`config.mk`:
```
export PLATFORM = sky130hd
export DESIGN_NAME = mem_arbiter_flat
export DESIGN_NICKNAME = d
export VERILOG_FILES = /design/src/rtl/mem_arbiter_if.sv /design/src/rtl/mem_arbiter.sv /design/src/flat_wrapper.sv
export SDC_FILE = /design/constraint.sdc
export NUM_CORES = 1
export LEC_CHECK = 0
export BUFFER_PORTS_ARGS = -buffer_cell sky130_fd_sc_hd__clkbuf_2
export CAP_MARGIN = 40
export CORE_AREA = 5 5 385 387
export CTS_CLUSTER_DIAMETER = 120
export DETAILED_ROUTE_END_ITERATION = 6
export DIE_AREA = 0 0 390 392
export GPL_TIMING_DRIVEN = 0
export HOLD_SLACK_MARGIN = 0.1
export SYNTH_ARGS = -nofsm -noshare
export SYNTH_HDL_FRONTEND = slang
export SYNTH_SLANG_ARGS = --single-unit
export TNS_END_PERCENT = 5
```
`constraint.sdc`:
```
create_clock -name clk -period 27.5 [get_ports clk]
set_input_delay 1.375 -clock clk [delete_from_list [all_inputs] [get_ports clk]]
set_output_delay 1.375 -clock clk [all_outputs]
set_load 0.01 [all_outputs]
```
`src/rtl/mem_arbiter_if.sv`:
```
// Bus bundle for the memory arbiter: I-cache fill port, D-cache fill/writeback
// port and the burst-memory request/return side.
interface mem_arbiter_if #(
  parameter int unsigned BEAT_W    = 64,
  parameter int unsigned BURST_LEN = 4
);
  localparam int unsigned LINE_W = BEAT_W * BURST_LEN;

  logic [31:0]       i_addr;
  logic              i_read;
  logic [LINE_W-1:0] i_rdata;
  logic              i_resp;

  logic [31:0]       d_addr;
  logic              d_read;
  logic              d_write;
  logic [LINE_W-1:0] d_wdata;
  logic [LINE_W-1:0] d_rdata;
  logic              d_resp;

  logic [31:0]       bmem_addr;
  logic              bmem_read;
  logic              bmem_write;
  logic [BEAT_W-1:0] bmem_wdata;
  logic              bmem_ready;

  logic [BEAT_W-1:0] bmem_rdata;
  logic              bmem_rvalid;

  // Caches plus burst memory: everything that drives the arbiter
  modport master (
    output i_addr, i_read, d_addr, d_read, d_write, d_wdata,
    output bmem_ready, bmem_rdata, bmem_rvalid,
    input  i_rdata, i_resp, d_rdata, d_resp,
    input  bmem_addr, bmem_read, bmem_write, bmem_wdata
  );

  // The arbiter itself
  modport slave (
    input  i_addr, i_read, d_addr, d_read, d_write, d_wdata,
    input  bmem_ready, bmem_rdata, bmem_rvalid,
    output i_rdata, i_resp, d_rdata, d_resp,
    output bmem_addr, bmem_read, bmem_write, bmem_wdata
  );
endinterface

```
`src/rtl/mem_arbiter.sv`:
```
// Round-robin arbiter between I-cache and D-cache onto a single burst memory.
// One line transaction outstanding at a time; reads gather BURST_LEN beats,
// writes stream the latched line out beat by beat.
module mem_arbiter #(
  parameter int unsigned BEAT_W    = 64,
  parameter int unsigned BURST_LEN = 4
) (
  input  logic         clk,
  input  logic         rst,
  mem_arbiter_if.slave bus
);
  localparam int unsigned LINE_W = BEAT_W * BURST_LEN;
  localparam int unsigned CNT_W  = (BURST_LEN > 1) ? $clog2(BURST_LEN) : 1;
  localparam logic [CNT_W-1:0] CNT_LAST = CNT_W'(BURST_LEN - 1);

  typedef enum logic [2:0] {IDLE, RD_ISSUE, RD_WAIT, WR_BURST, RESP} state_t;
  typedef enum logic {GNT_I = 1'b0, GNT_D = 1'b1} gnt_t;

  state_t            state;
  gnt_t              grant;
  gnt_t              last_grant;
  logic [CNT_W-1:0]  cnt;
  logic [CNT_W-1:0]  cnt_nxt;
  logic [LINE_W-1:0] wline;
  logic [LINE_W-1:0] rline;
  logic [LINE_W-1:0] rline_merged;
  logic [31:0]       req_addr;
  logic              d_req;
  logic              pick_d;
  logic              start;
  logic              start_wr;
  logic              last_beat;
  logic              wr_step;
  logic              rd_beat;
  logic              rd_done;

  // Arbitration decision and per-cycle datapath strobes
  always_comb begin
    d_req        = bus.d_read | bus.d_write;
    pick_d       = (d_req && bus.i_read) ? (last_grant == GNT_I) : d_req;
    start        = !rst && (state == IDLE) && (d_req || bus.i_read);
    start_wr     = start && pick_d && bus.d_write;
    req_addr     = pick_d ? bus.d_addr : bus.i_addr;
    last_beat    = (cnt == CNT_LAST);
    cnt_nxt      = cnt + CNT_W'(1);
    wr_step      = !rst && (state == WR_BURST) && bus.bmem_ready && !last_beat;
    rd_beat      = !rst && (state == RD_WAIT) && bus.bmem_rvalid;
    rd_done      = rd_beat && last_beat;
    rline_merged = rline;
    rline_merged[BEAT_W*cnt +: BEAT_W] = bus.bmem_rdata;
  end

  // Transaction FSM, beat counter, grant history and handshake strobes
  always_ff @(posedge clk) begin
    if (rst) begin
      state          <= IDLE;
      cnt            <= '0;
      grant          <= GNT_I;
      last_grant     <= GNT_I;
      bus.i_resp     <= 1'b0;
      bus.d_resp     <= 1'b0;
      bus.bmem_read  <= 1'b0;
      bus.bmem_write <= 1'b0;
    end else begin
      bus.i_resp <= 1'b0;
      bus.d_resp <= 1'b0;
      unique case (state)
        IDLE: begin
          if (start) begin
            grant      <= pick_d ? GNT_D : GNT_I;
            last_grant <= pick_d ? GNT_D : GNT_I;
            cnt        <= '0;
            if (start_wr) begin
              bus.bmem_write <= 1'b1;
              state          <= WR_BURST;
            end else begin
              bus.bmem_read <= 1'b1;
              state         <= RD_ISSUE;
            end
          end
        end
        RD_ISSUE: begin
          if (bus.bmem_ready) begin
            bus.bmem_read <= 1'b0;
            state         <= RD_WAIT;
          end
        end
        RD_WAIT: begin
          if (rd_beat) begin
            if (last_beat) begin
              state      <= RESP;
              bus.i_resp <= (grant == GNT_I);
              bus.d_resp <= (grant == GNT_D);
            end else begin
              cnt <= cnt_nxt;
            end
          end
        end
        WR_BURST: begin
          if (bus.bmem_ready) begin
            if (last_beat) begin
              bus.bmem_write <= 1'b0;
              state          <= RESP;
              bus.i_resp     <= (grant == GNT_I);
              bus.d_resp     <= (grant == GNT_D);
            end else begin
              cnt <= cnt_nxt;
            end
          end
        end
        RESP:    state <= IDLE;
        default: state <= IDLE;
      endcase
    end
  end

  // Line-sized datapath; deliberately not reset, strobes already exclude rst
  always_ff @(posedge clk) begin
    if (start) bus.bmem_addr <= {req_addr[31:5], 5'b0};
    if (start_wr) begin
      wline          <= bus.d_wdata;
      bus.bmem_wdata <= bus.d_wdata[BEAT_W-1:0];
    end
    if (wr_step) bus.bmem_wdata <= wline[BEAT_W*cnt_nxt +: BEAT_W];
    if (rd_beat) rline <= rline_merged;
    if (rd_done && (grant == GNT_I)) bus.i_rdata <= rline_merged;
    if (rd_done && (grant == GNT_D)) bus.d_rdata <= rline_merged;
  end
endmodule

```
`src/flat_wrapper.sv`:
```
// flat-port wrapper written by rule: the top's interface ports become plain ports
module mem_arbiter_flat 
#(
  parameter int unsigned BEAT_W    = 64,
  parameter int unsigned BURST_LEN = 4
)
  (clk, rst, bus_i_addr, bus_i_read, bus_d_addr, bus_d_read, bus_d_write, bus_d_wdata, bus_bmem_ready, bus_bmem_rdata, bus_bmem_rvalid, bus_i_rdata, bus_i_resp, bus_d_rdata, bus_d_resp, bus_bmem_addr, bus_bmem_read, bus_bmem_write, bus_bmem_wdata);
  mem_arbiter_if #(.BEAT_W(BEAT_W), .BURST_LEN(BURST_LEN)) bus_i ();
  input  logic clk;
  input  logic rst;
  input wire logic [$bits(bus_i.i_addr)-1:0] bus_i_addr;
  input wire logic [$bits(bus_i.i_read)-1:0] bus_i_read;
  input wire logic [$bits(bus_i.d_addr)-1:0] bus_d_addr;
  input wire logic [$bits(bus_i.d_read)-1:0] bus_d_read;
  input wire logic [$bits(bus_i.d_write)-1:0] bus_d_write;
  input wire logic [$bits(bus_i.d_wdata)-1:0] bus_d_wdata;
  input wire logic [$bits(bus_i.bmem_ready)-1:0] bus_bmem_ready;
  input wire logic [$bits(bus_i.bmem_rdata)-1:0] bus_bmem_rdata;
  input wire logic [$bits(bus_i.bmem_rvalid)-1:0] bus_bmem_rvalid;
  output wire logic [$bits(bus_i.i_rdata)-1:0] bus_i_rdata;
  output wire logic [$bits(bus_i.i_resp)-1:0] bus_i_resp;
  output wire logic [$bits(bus_i.d_rdata)-1:0] bus_d_rdata;
  output wire logic [$bits(bus_i.d_resp)-1:0] bus_d_resp;
  output wire logic [$bits(bus_i.bmem_addr)-1:0] bus_bmem_addr;
  output wire logic [$bits(bus_i.bmem_read)-1:0] bus_bmem_read;
  output wire logic [$bits(bus_i.bmem_write)-1:0] bus_bmem_write;
  output wire logic [$bits(bus_i.bmem_wdata)-1:0] bus_bmem_wdata;
  assign bus_i.i_addr = bus_i_addr;
  assign bus_i.i_read = bus_i_read;
  assign bus_i.d_addr = bus_d_addr;
  assign bus_i.d_read = bus_d_read;
  assign bus_i.d_write = bus_d_write;
  assign bus_i.d_wdata = bus_d_wdata;
  assign bus_i.bmem_ready = bus_bmem_ready;
  assign bus_i.bmem_rdata = bus_bmem_rdata;
  assign bus_i.bmem_rvalid = bus_bmem_rvalid;
  assign bus_i_rdata = bus_i.i_rdata;
  assign bus_i_resp = bus_i.i_resp;
  assign bus_d_rdata = bus_i.d_rdata;
  assign bus_d_resp = bus_i.d_resp;
  assign bus_bmem_addr = bus_i.bmem_addr;
  assign bus_bmem_read = bus_i.bmem_read;
  assign bus_bmem_write = bus_i.bmem_write;
  assign bus_bmem_wdata = bus_i.bmem_wdata;
  mem_arbiter #(.BEAT_W(BEAT_W), .BURST_LEN(BURST_LEN)) u_core (.clk(clk), .rst(rst), .bus(bus_i));
endmodule
```
; After elaboration in Yosys (flattened, before gate mapping)
; Index checks and enable logic that the tools add are counted.
[op_classes]
n_reduce_logical = 26
shifts = 3
n_addsub = 2
bitwise_logic = 2
eq_ne = 11
n_mux = 35
[ops]
columns = op, count
row1 = $bwmux W256, 1
row2 = $shift A64 B34 Y256 const A, 1
row3 = $shiftx A256 B9 Y64, 1
row4 = $shiftx A64 B34 Y256, 1
row5 = $mux W64, 2
row6 = $neg A8 Y34, 1
row7 = $mux W32, 1
row8 = $mux W1, 15
row9 = $mux W3, 5
row10 = $logic_and A1 B1 Y1, 13
row11 = $pmux W3 S4, 1
row12 = $reduce_and A4 Y1, 3
row13 = $mux W2, 5
row14 = $ne A2 B1 Y1 const B, 4
row15 = $pmux W1 S2, 4
row16 = $eq A3 B2 Y1 const B, 2
row17 = $ne A2 B2 Y1 const B, 3
row18 = $pmux W2 S3, 1
row19 = $reduce_bool A2 Y1, 3
row20 = $reduce_and A5 Y1, 1
row21 = $eq A3 B1 Y1 const B, 1
row22 = $logic_not A3 Y1, 1
row23 = $reduce_bool A3 Y1, 1
row24 = $add A2 B1 Y2 const B, 1
row25 = 6 further kinds, 7
[word_totals]
elab_cells = 92
out_inout_bits = 612
regBits = 1125
input_bits = 391

; Logic depth before layout (Yosys ltp)
; Gate-level depths: netlist (run 1).
[logic_depth]
ltp_word = 8
depth_mapped = 10
mapped_depth_nobuf = 6

; Worst setup path before layout (run 1)
; Ideal clock, no wire load.
[synth_path]
path_type = input port to flip-flop
startpoint = in rst
endpoint = reg u_core.bus.i_rdata[0], enable pin
setup_time_ns = 1.500
stages = 2
required_ns = 26.000
path_slack_ns = 0.133
n_path_buf = 0
arrival_ns = 25.867
cell_sequence = or3b_2 nor4_1
[synth_between]
elab_chain_len = 5
[synth_lines]
columns = element, line_no
row1 = "start, declared", flat_wrapper.sv:10  ; input logic rst;
row2 = $logic_not A1 Y1, mem_arbiter.sv:47  ; rd_beat = !rst && (state == RD_WAIT) && bus.bmem_rvalid;
row3 = $logic_and A1 B1 Y1 (2 in series), mem_arbiter.sv:47
row4 = $logic_and A1 B1 Y1, mem_arbiter.sv:48  ; rd_done = rd_beat && last_beat;
row5 = $logic_and A1 B1 Y1, mem_arbiter.sv:126  ; if (rd_done && (grant == GNT_I)) bus.i_rdata <= rline_merged;
row6 = "end signal, assigned", mem_arbiter.sv:126
row7 = "end, declared", mem_arbiter_if.sv:42  ; output i_rdata, i_resp, d_rdata, d_resp,
; No other way between the ends.
; A chain may end at the register's enable or synchronous reset.

; Worst setup path in the final report (run 1)
[layout_path]
startpoint = in rst
endpoint = reg u_core.bus.d_rdata[78], enable pin
[layout_between]
elab_chain_len = 5
[layout_lines]
columns = element, line_no
row1 = $logic_not A1 Y1, mem_arbiter.sv:47
row2 = $logic_and A1 B1 Y1 (2 in series), mem_arbiter.sv:47
row3 = $logic_and A1 B1 Y1, mem_arbiter.sv:48
row4 = $logic_and A1 B1 Y1, mem_arbiter.sv:127  ; if (rd_done && (grant == GNT_D)) bus.d_rdata <= rline_merged;
row5 = "end signal, assigned", mem_arbiter.sv:127
row6 = "end, declared", mem_arbiter_if.sv:42
; No other way between the ends.

==> results.yml, run 1 <==
logic_synthesis:
  ys_ff_latch: 1125
  yosysSeqAreaShare_pct: 83.3
  synth_top_cell_area_share_pct: 82.8
  synth_compound_area_share_pct: 3.37
  ys_top_cells_by_area: "edfxtp_1, mux4_2, o21ai_0"
  yosys_warnings: 0
  yosys.area_share.simple_pct: 3.02
  netlist_instances: 2201
  synth_xor_area_share_pct: 0
  synth_cell_types: 37
  synth_top_family_by_area: "multiplexers"
  synthAdderAreaFrac_pct: 0.186
  yosys.area.top_type: "edfxtp_1"
  avgSynthCellArea_um2: 18.4
  netlist_area_um2: 40400
  muxShareOfSynthArea_pct: 6.58
place:
  dpl_worst_slack_ns: 22.03
  dp_hpwl_um: 109000
  io_buffers: 987
  placed_cells: 5241
  gp_congestion: 0.872
floorplanning:
  dieArea_um2: 153000
  die_w_um: 390
  die_y_um: 392
  initial_core_util_pct: 28.0
  num_rows: 140
  core_area_um2: 145000
  io_pins: 1003
sta:
  skew_ns: 0.0573
  rsz0062_at_grt: "no"
  period_needed_ns: 4.65
  min_period_over_period_pct: 16.9
  max_freq_mhz: 215
  hold_ws_ns: 0.465
  timing.final.ws_setup_ns: 22.85
  final_hold_viol_count: 0
  finalSetupTns_ns: 0
  tightest_slew_ns: 0.994
  slew_headroom_pct: 33.0
  finalSetupViolCount: 0
  slew_viol_final: 0
final_layout:
  final_cell_mix: "edfxtp_1, clkbuf_2, nand2_1, inv_1, o21ai_0"
  num-nets-final: 3839
  drive_gt1_share_pct: 42.9
  instances_no_fill: 5456
  final_common_cell: "edfxtp_1"
  area_delta_synth_final_pct: 30.7
setup_path:
  cp.required_ns: 27.94
  crit_start: "rst"
  crit_fanout: 9
  crit_path_end_kind: "flip-flop"
  reg2reg_from: "u_core.state[0]"
  critical_path_arrival_ns: 5.08
  path_class: "input port to flip-flop"
  cp-start-kind: "input port"
routing:
  routed-via-count: 23900
  postRouteAntennaNets: 0
  totalWireLength_um: 138000
  drt_first_pass_iters: 5
  viasPerCell: 4.38
  drc_errors: 0
  drtIter0Drc: 1880
  wl_per_cell_um: 25.2
global_route:
  groute.layer.met2.usage_pct: 30.0
  grt_pass1_vias: 24300
  grt_max_degree: 129
  track_usage_pct: 17.3
  grt_pass1_wl_um: 187000
  grt_use_met1_pct: 20.4
  antenna_found_initial: 34
  grt_util_met3_pct: 5.82
  grt_busiest_layer: "met2"
  grt-ovfl-total: 0
power:
  leakage_uw: 0.0204
  p_per_area_nw_per_um2: 74.5
  totalPowerFinal_uw: 3940
  ir_worst_vdd_uv: 55.7
clocking:
  cts_max_level: 3
  ctsHoldBuffers: 0
  cts-buffers-inserted: 115
  clk_latency_ns: 0.74
  cts-resized-gates: 0
  cts.sink_count: 1125
  tritoncts: "done"
  postCtsSetupBuffers: 0
  cts_root_buf: "clkbuf_16"
  clock_path_buffers: 3
  clk_pin_slew_worst_paths_ns: 0.07
hold_path:
  hp-start: "u_core.bus.bmem_write"
  holdCritPathClass: "flip-flop to flip-flop"
job:
  maxCapViolCount: 0
run_status:
  status: "completed"
[registers in the layout, indices dropped and copies added (netlist names)]
name and flops:
u_core.bus.bmem_wdata 64, u_core.cnt 2, u_core.rline 256, u_core.bus.i_rdata 256, u_core.grant 1, u_core.wline 256
u_core.bus.d_resp 1, u_core.bus.bmem_addr 27, u_core.bus.i_resp 1, u_core.state 3, u_core.bus.bmem_write 1, u_core.bus.d_rdata 256
u_core.bus.bmem_read 1
[cell usage after synthesis, drive strengths merged]
cell and instances:
ha 6, o31ai 1, or3b 1, buf 49
nand3 2, o21ai 262, nand2b 3, edfxtp 1115
or3 2, nor3 4, nor4 2, a211oi 2
nor2 5, nor2b 3, nand2 264, a21oi 4
conb 1, and2 3, mux4 64, dfxtp 10
and3 2, clkbuf 35, a31oi 1, nand3b 2
nor3b 2, mux2 92, nor4b 1, nor4bb 1
inv 262
[critical path, stage by stage]
cell and delay, ns:
clkbuf_2 0.09, or3b_2 0.51, nor4_2 0.42, buf_4 0.25
buf_4 0.19, buf_4 0.19, buf_4 0.18, buf_4 0.16
buf_4 0.18, buf_4 0.19, buf_4 0.20, buf_4 0.18
buf_4 0.17, buf_4 0.18, buf_4 0.18, buf_2 0.22
buf_6 0.17
[layout make-up]
| type | count | area [um^2] |
|---|---|---|
| Clock inverter | 81 | 966 |
| Multi-Input combinational cell | 734 | 5380 |
| Sequential cell | 1125 | 33700 |
| Clock buffer | 130 | 2930 |
| Timing Repair Buffer | 1120 | 6050 |
| Antenna cell | 3 | 7.51 |
| Fill cell | 13700 | 91700 |
| Buffer | 84 | 435 |
| Tap cell | 1917 | 2400 |
| Inverter | 262 | 991 |
[final timing paths]
check | slack, ns | endpoint | cells past startpoint
worst max-delay path | 22.85 | u_core.bus.d_rdata[78] | 17
worst min-delay path | 0.47 | u_core.bus.bmem_write | 2
worst max register to register | 23.18 | u_core.bus.d_rdata[78] | 16
worst min register to register | 0.47 | u_core.bus.bmem_write | 2
[routing by layer]
metal	part of all wire, %	wire [um]
met5	0.065	90
met3	9.8	13400
met1	38	51800
met2	50	68100
met4	3.0	4160
[cell families after synthesis]
| group | count (synthesis) |
|---|---|
| AND/OR/NAND/NOR | 297 |
| AO/OA/AOI/OAI | 270 |
| multiplexers | 156 |
| buffers and inverters | 346 |
| other | 1 |
| flip-flops | 1125 |
| adder cells (fa/ha/maj) | 6 |
[where the power goes]
| part | switching (uW) | internal (uW) | leakage, uW |
|---|---|---|---|
| logic | 219 | 112 | 0.00829 |
| clock network | 692 | 916 | 0.00187 |
| registers | 16.6 | 1980 | 0.0102 |
| total | 928 | 3010 | 0.0204 |
[through the flow]
| step | utilization, % | cell area, um^2 |
|---|---|---|
| floorplan | - | 40400 |
| global placement | 33.1 | 47800 |
| detailed placement | 33.9 | 48900 |
| CTS | 36.6 | 52800 |
| global route | 36.6 | 52800 |
| finish | 36.6 | 52800 |
(Power assumes the default switching activity.)
==> run 2: changes to the inputs <==
CORE_AREA = 5 5 389 391   (was 5 5 385 387)
DIE_AREA = 0 0 394 396   (was 0 0 390 392)
clock period = 4.58 ns   (was 27.5 ns; I/O delays follow)
==> run 2 against run 1 <==
Combinational power rose to 6.9 times the previous value. Critical path type is now flip-flop to flip-flop. Setup slack worse by 22 ns. Utilization is 1.9 points higher. Clock power rose to 5.9 times the previous value. Die area rose by 2.1%. Sequential share of layout area down 4.2 points.
==> results.yml, run 2 (same netlist as run 1, synthesis figures left out) <==
routing:
  wl_per_cell_um: 23.9
  drt_first_pass_iters: 5
  drtIter0Drc: 1915
  totalWireLength_um: 139000
  postRouteAntennaNets: 0
  viasPerCell: 4.36
  routed-via-count: 25300
  drc_errors: 0
setup_path:
  rr_worst_depth: 11
  cp_num_cells: 11
  crit_family: "buffers and inverters"
  slowest_delay_ns: 0.52
  cp-start-kind: "flip-flop"
  cp.required_ns: 5.14
  path_class: "flip-flop to flip-flop"
  crit_fanout: 10
  slowest_stage: "clkbuf_2"
  path_cells: "buf_2 > buf_6 > inv_1 > ha_1 > clkbuf_2 > nor4bb_1 > buf_2 > buf_2 > nand2_1 > o21ai_0 > buf_2"
  cp_common_cell: "buf_2"
  crit_path_end_kind: "flip-flop"
  crit_buf_inv: 7
  critical_path_arrival_ns: 4.56
power:
  leakage_uw: 0.0218
  p_seq_share_pct: 50.3
  ir_worst_vdd_uv: 344
  p_per_area_nw_per_um2: 421
  clkPwrFrac_pct: 40.1
  p_sw_uw: 5510
  pwr-share-comb_pct: 9.6
  p_sw_share_pct: 23.1
  p_int_uw: 18300
sta:
  period_needed_ns: 4.00
  final_hold_viol_count: 0
  timing.final.ws_setup_ns: 0.582
  rsz0062_at_grt: "no"
  max_freq_mhz: 250
  finalSetupViolCount: 0
  skew_ns: 0.0744
  slew_viol_final: 0
  min_period_over_period_pct: 87.3
  tightest_slew_ns: 1.02
  slew_headroom_pct: 31.2
floorplanning:
  die_w_um: 394
  num_rows: 141
  core_area_um2: 147000
  dieArea_um2: 156000
  initial_core_util_pct: 27.5
  die_y_um: 396
  io_pins: 1003
clocking:
  cts_root_buf: "clkbuf_16"
  tritoncts: "done"
  cts_max_level: 3
  clk_latency_ns: 0.75
  cts-buffers-inserted: 115
  cts.sink_count: 1125
  clk_pin_slew_worst_paths_ns: 0.07
  clock_path_buffers: 3
place:
  dpl_worst_slack_ns: 0.304
  dp_hpwl_um: 105000
  io_buffers: 987
  gp_congestion: 0.819
  place_area_um2: 48900
final_layout:
  fin_area_um2: 56600
  area_delta_synth_final_pct: 40.1
  drive_gt1_share_pct: 37.6
  final_cell_mix: "edfxtp_1, clkbuf_2, dlygate4sd3_1, nand2_1, inv_1"
  num-nets-final: 4172
  final_common_cell: "edfxtp_1"
run_status:
  status: "completed"
job:
  maxCapViolCount: 0
global_route:
  grt_pass1_vias: 26500
  antenna_found_initial: 22
  track_usage_pct: 17.2
  grt_max_degree: 131
  grt_pass1_wl_um: 196000
  grt-ovfl-total: 0
hold_path:
  holdCritPathClass: "input port to flip-flop"
  whs_path_depth: 3
-- run 2: cell types whose count changed in the layout (fill, tap and decap cells not counted), sizes merged --
cell / change
diode: +11
clkinvlp: -10
dlygate4sd3: +380
clkinv: -8
clkbuf: +10
buf: -47
inv: +2
-- run 2: metrics by stage --
step | util [%] | TNS (ns) | hold slack (ns) | total power [uW] | std cells
detailed placement | 33.3 | 0 | 0.408 | 14200 | 5208
finish | 38.5 | 0 | 0.171 | 23800 | 5807
CTS | 38.5 | 0 | 0.106 | 24100 | 5793
global route | 38.5 | 0 | 0.135 | 24700 | 5801
global placement | 32.5 | -8187.15 | 0.406 | 14200 | 5122
floorplan | - | -3708.97 | 0.328 | 13200 | 2205
-- run 2: timing repair --
| action | CTS | global route |
|---|---|---|
| setup buffers | 0 | 0 |
| setup endpoints to repair | 0 | 0 |
| hold endpoints to repair | 1052 | 0 |
| gates resized for setup | 0 | 0 |
| hold buffers | 380 | 0 |
-- run 2: worst paths after layout --
| path | to | startpoint | slack, ns |
|---|---|---|---|
| max | u_core.bus.d_rdata[6] | u_core.cnt[0] | 0.58 |
| min | u_core.rline[205] | bus_bmem_rdata[13] | 0.17 |
| max reg2reg | u_core.bus.d_rdata[6] | u_core.cnt[0] | 0.58 |
| min reg2reg | u_core.bus.bmem_write | u_core.bus.bmem_write | 0.47 |
-- run 2: layer usage --
| layer | wire (um) | vias to the layer above | GRT usage, % |
|---|---|---|---|
| li1 | - | 11300 | - |
| met1 | 54100 | 12700 | 20.8 |
| met2 | 70500 | 1158 | 30.5 |
| met3 | 10900 | 173 | 4.68 |
| met4 | 3170 | 6 | 4.57 |
| met5 | 33 | - | 0 |
-- run 2: final cells by class --
class / count / area, um^2
fillers: 13500 / 90500
flip-flops and latches: 1125 / 33700
repair buffers: 1453 / 9820
multi-input cells: 734 / 5400
clock buffers: 140 / 2990
well taps: 1930 / 2410
inverters: 262 / 991
clock inverters: 65 / 840
plain buffers: 84 / 435
diodes: 14 / 35.0
-- run 2: power groups by stage --
stage               logic, uW  clock network [uW]  registers (uW)
finish                   2280                9550           12000
CTS                      2310                9780           12000
global placement         1880                   0           12300
floorplan                 982                   0           12300
global route             2470               10200           12000
detailed placement       2000                   0           12200
-- run 2: worst register-to-register path, stage by stage (launching register included) --
cell,delay [ns]
dfxtp_1,0.42
buf_2,0.24
buf_6,0.19
inv_1,0.39
ha_1,0.26
clkbuf_2,0.52
nor4bb_1,0.33
buf_2,0.50
buf_2,0.41
nand2_1,0.10
o21ai_0,0.23
buf_2,0.27
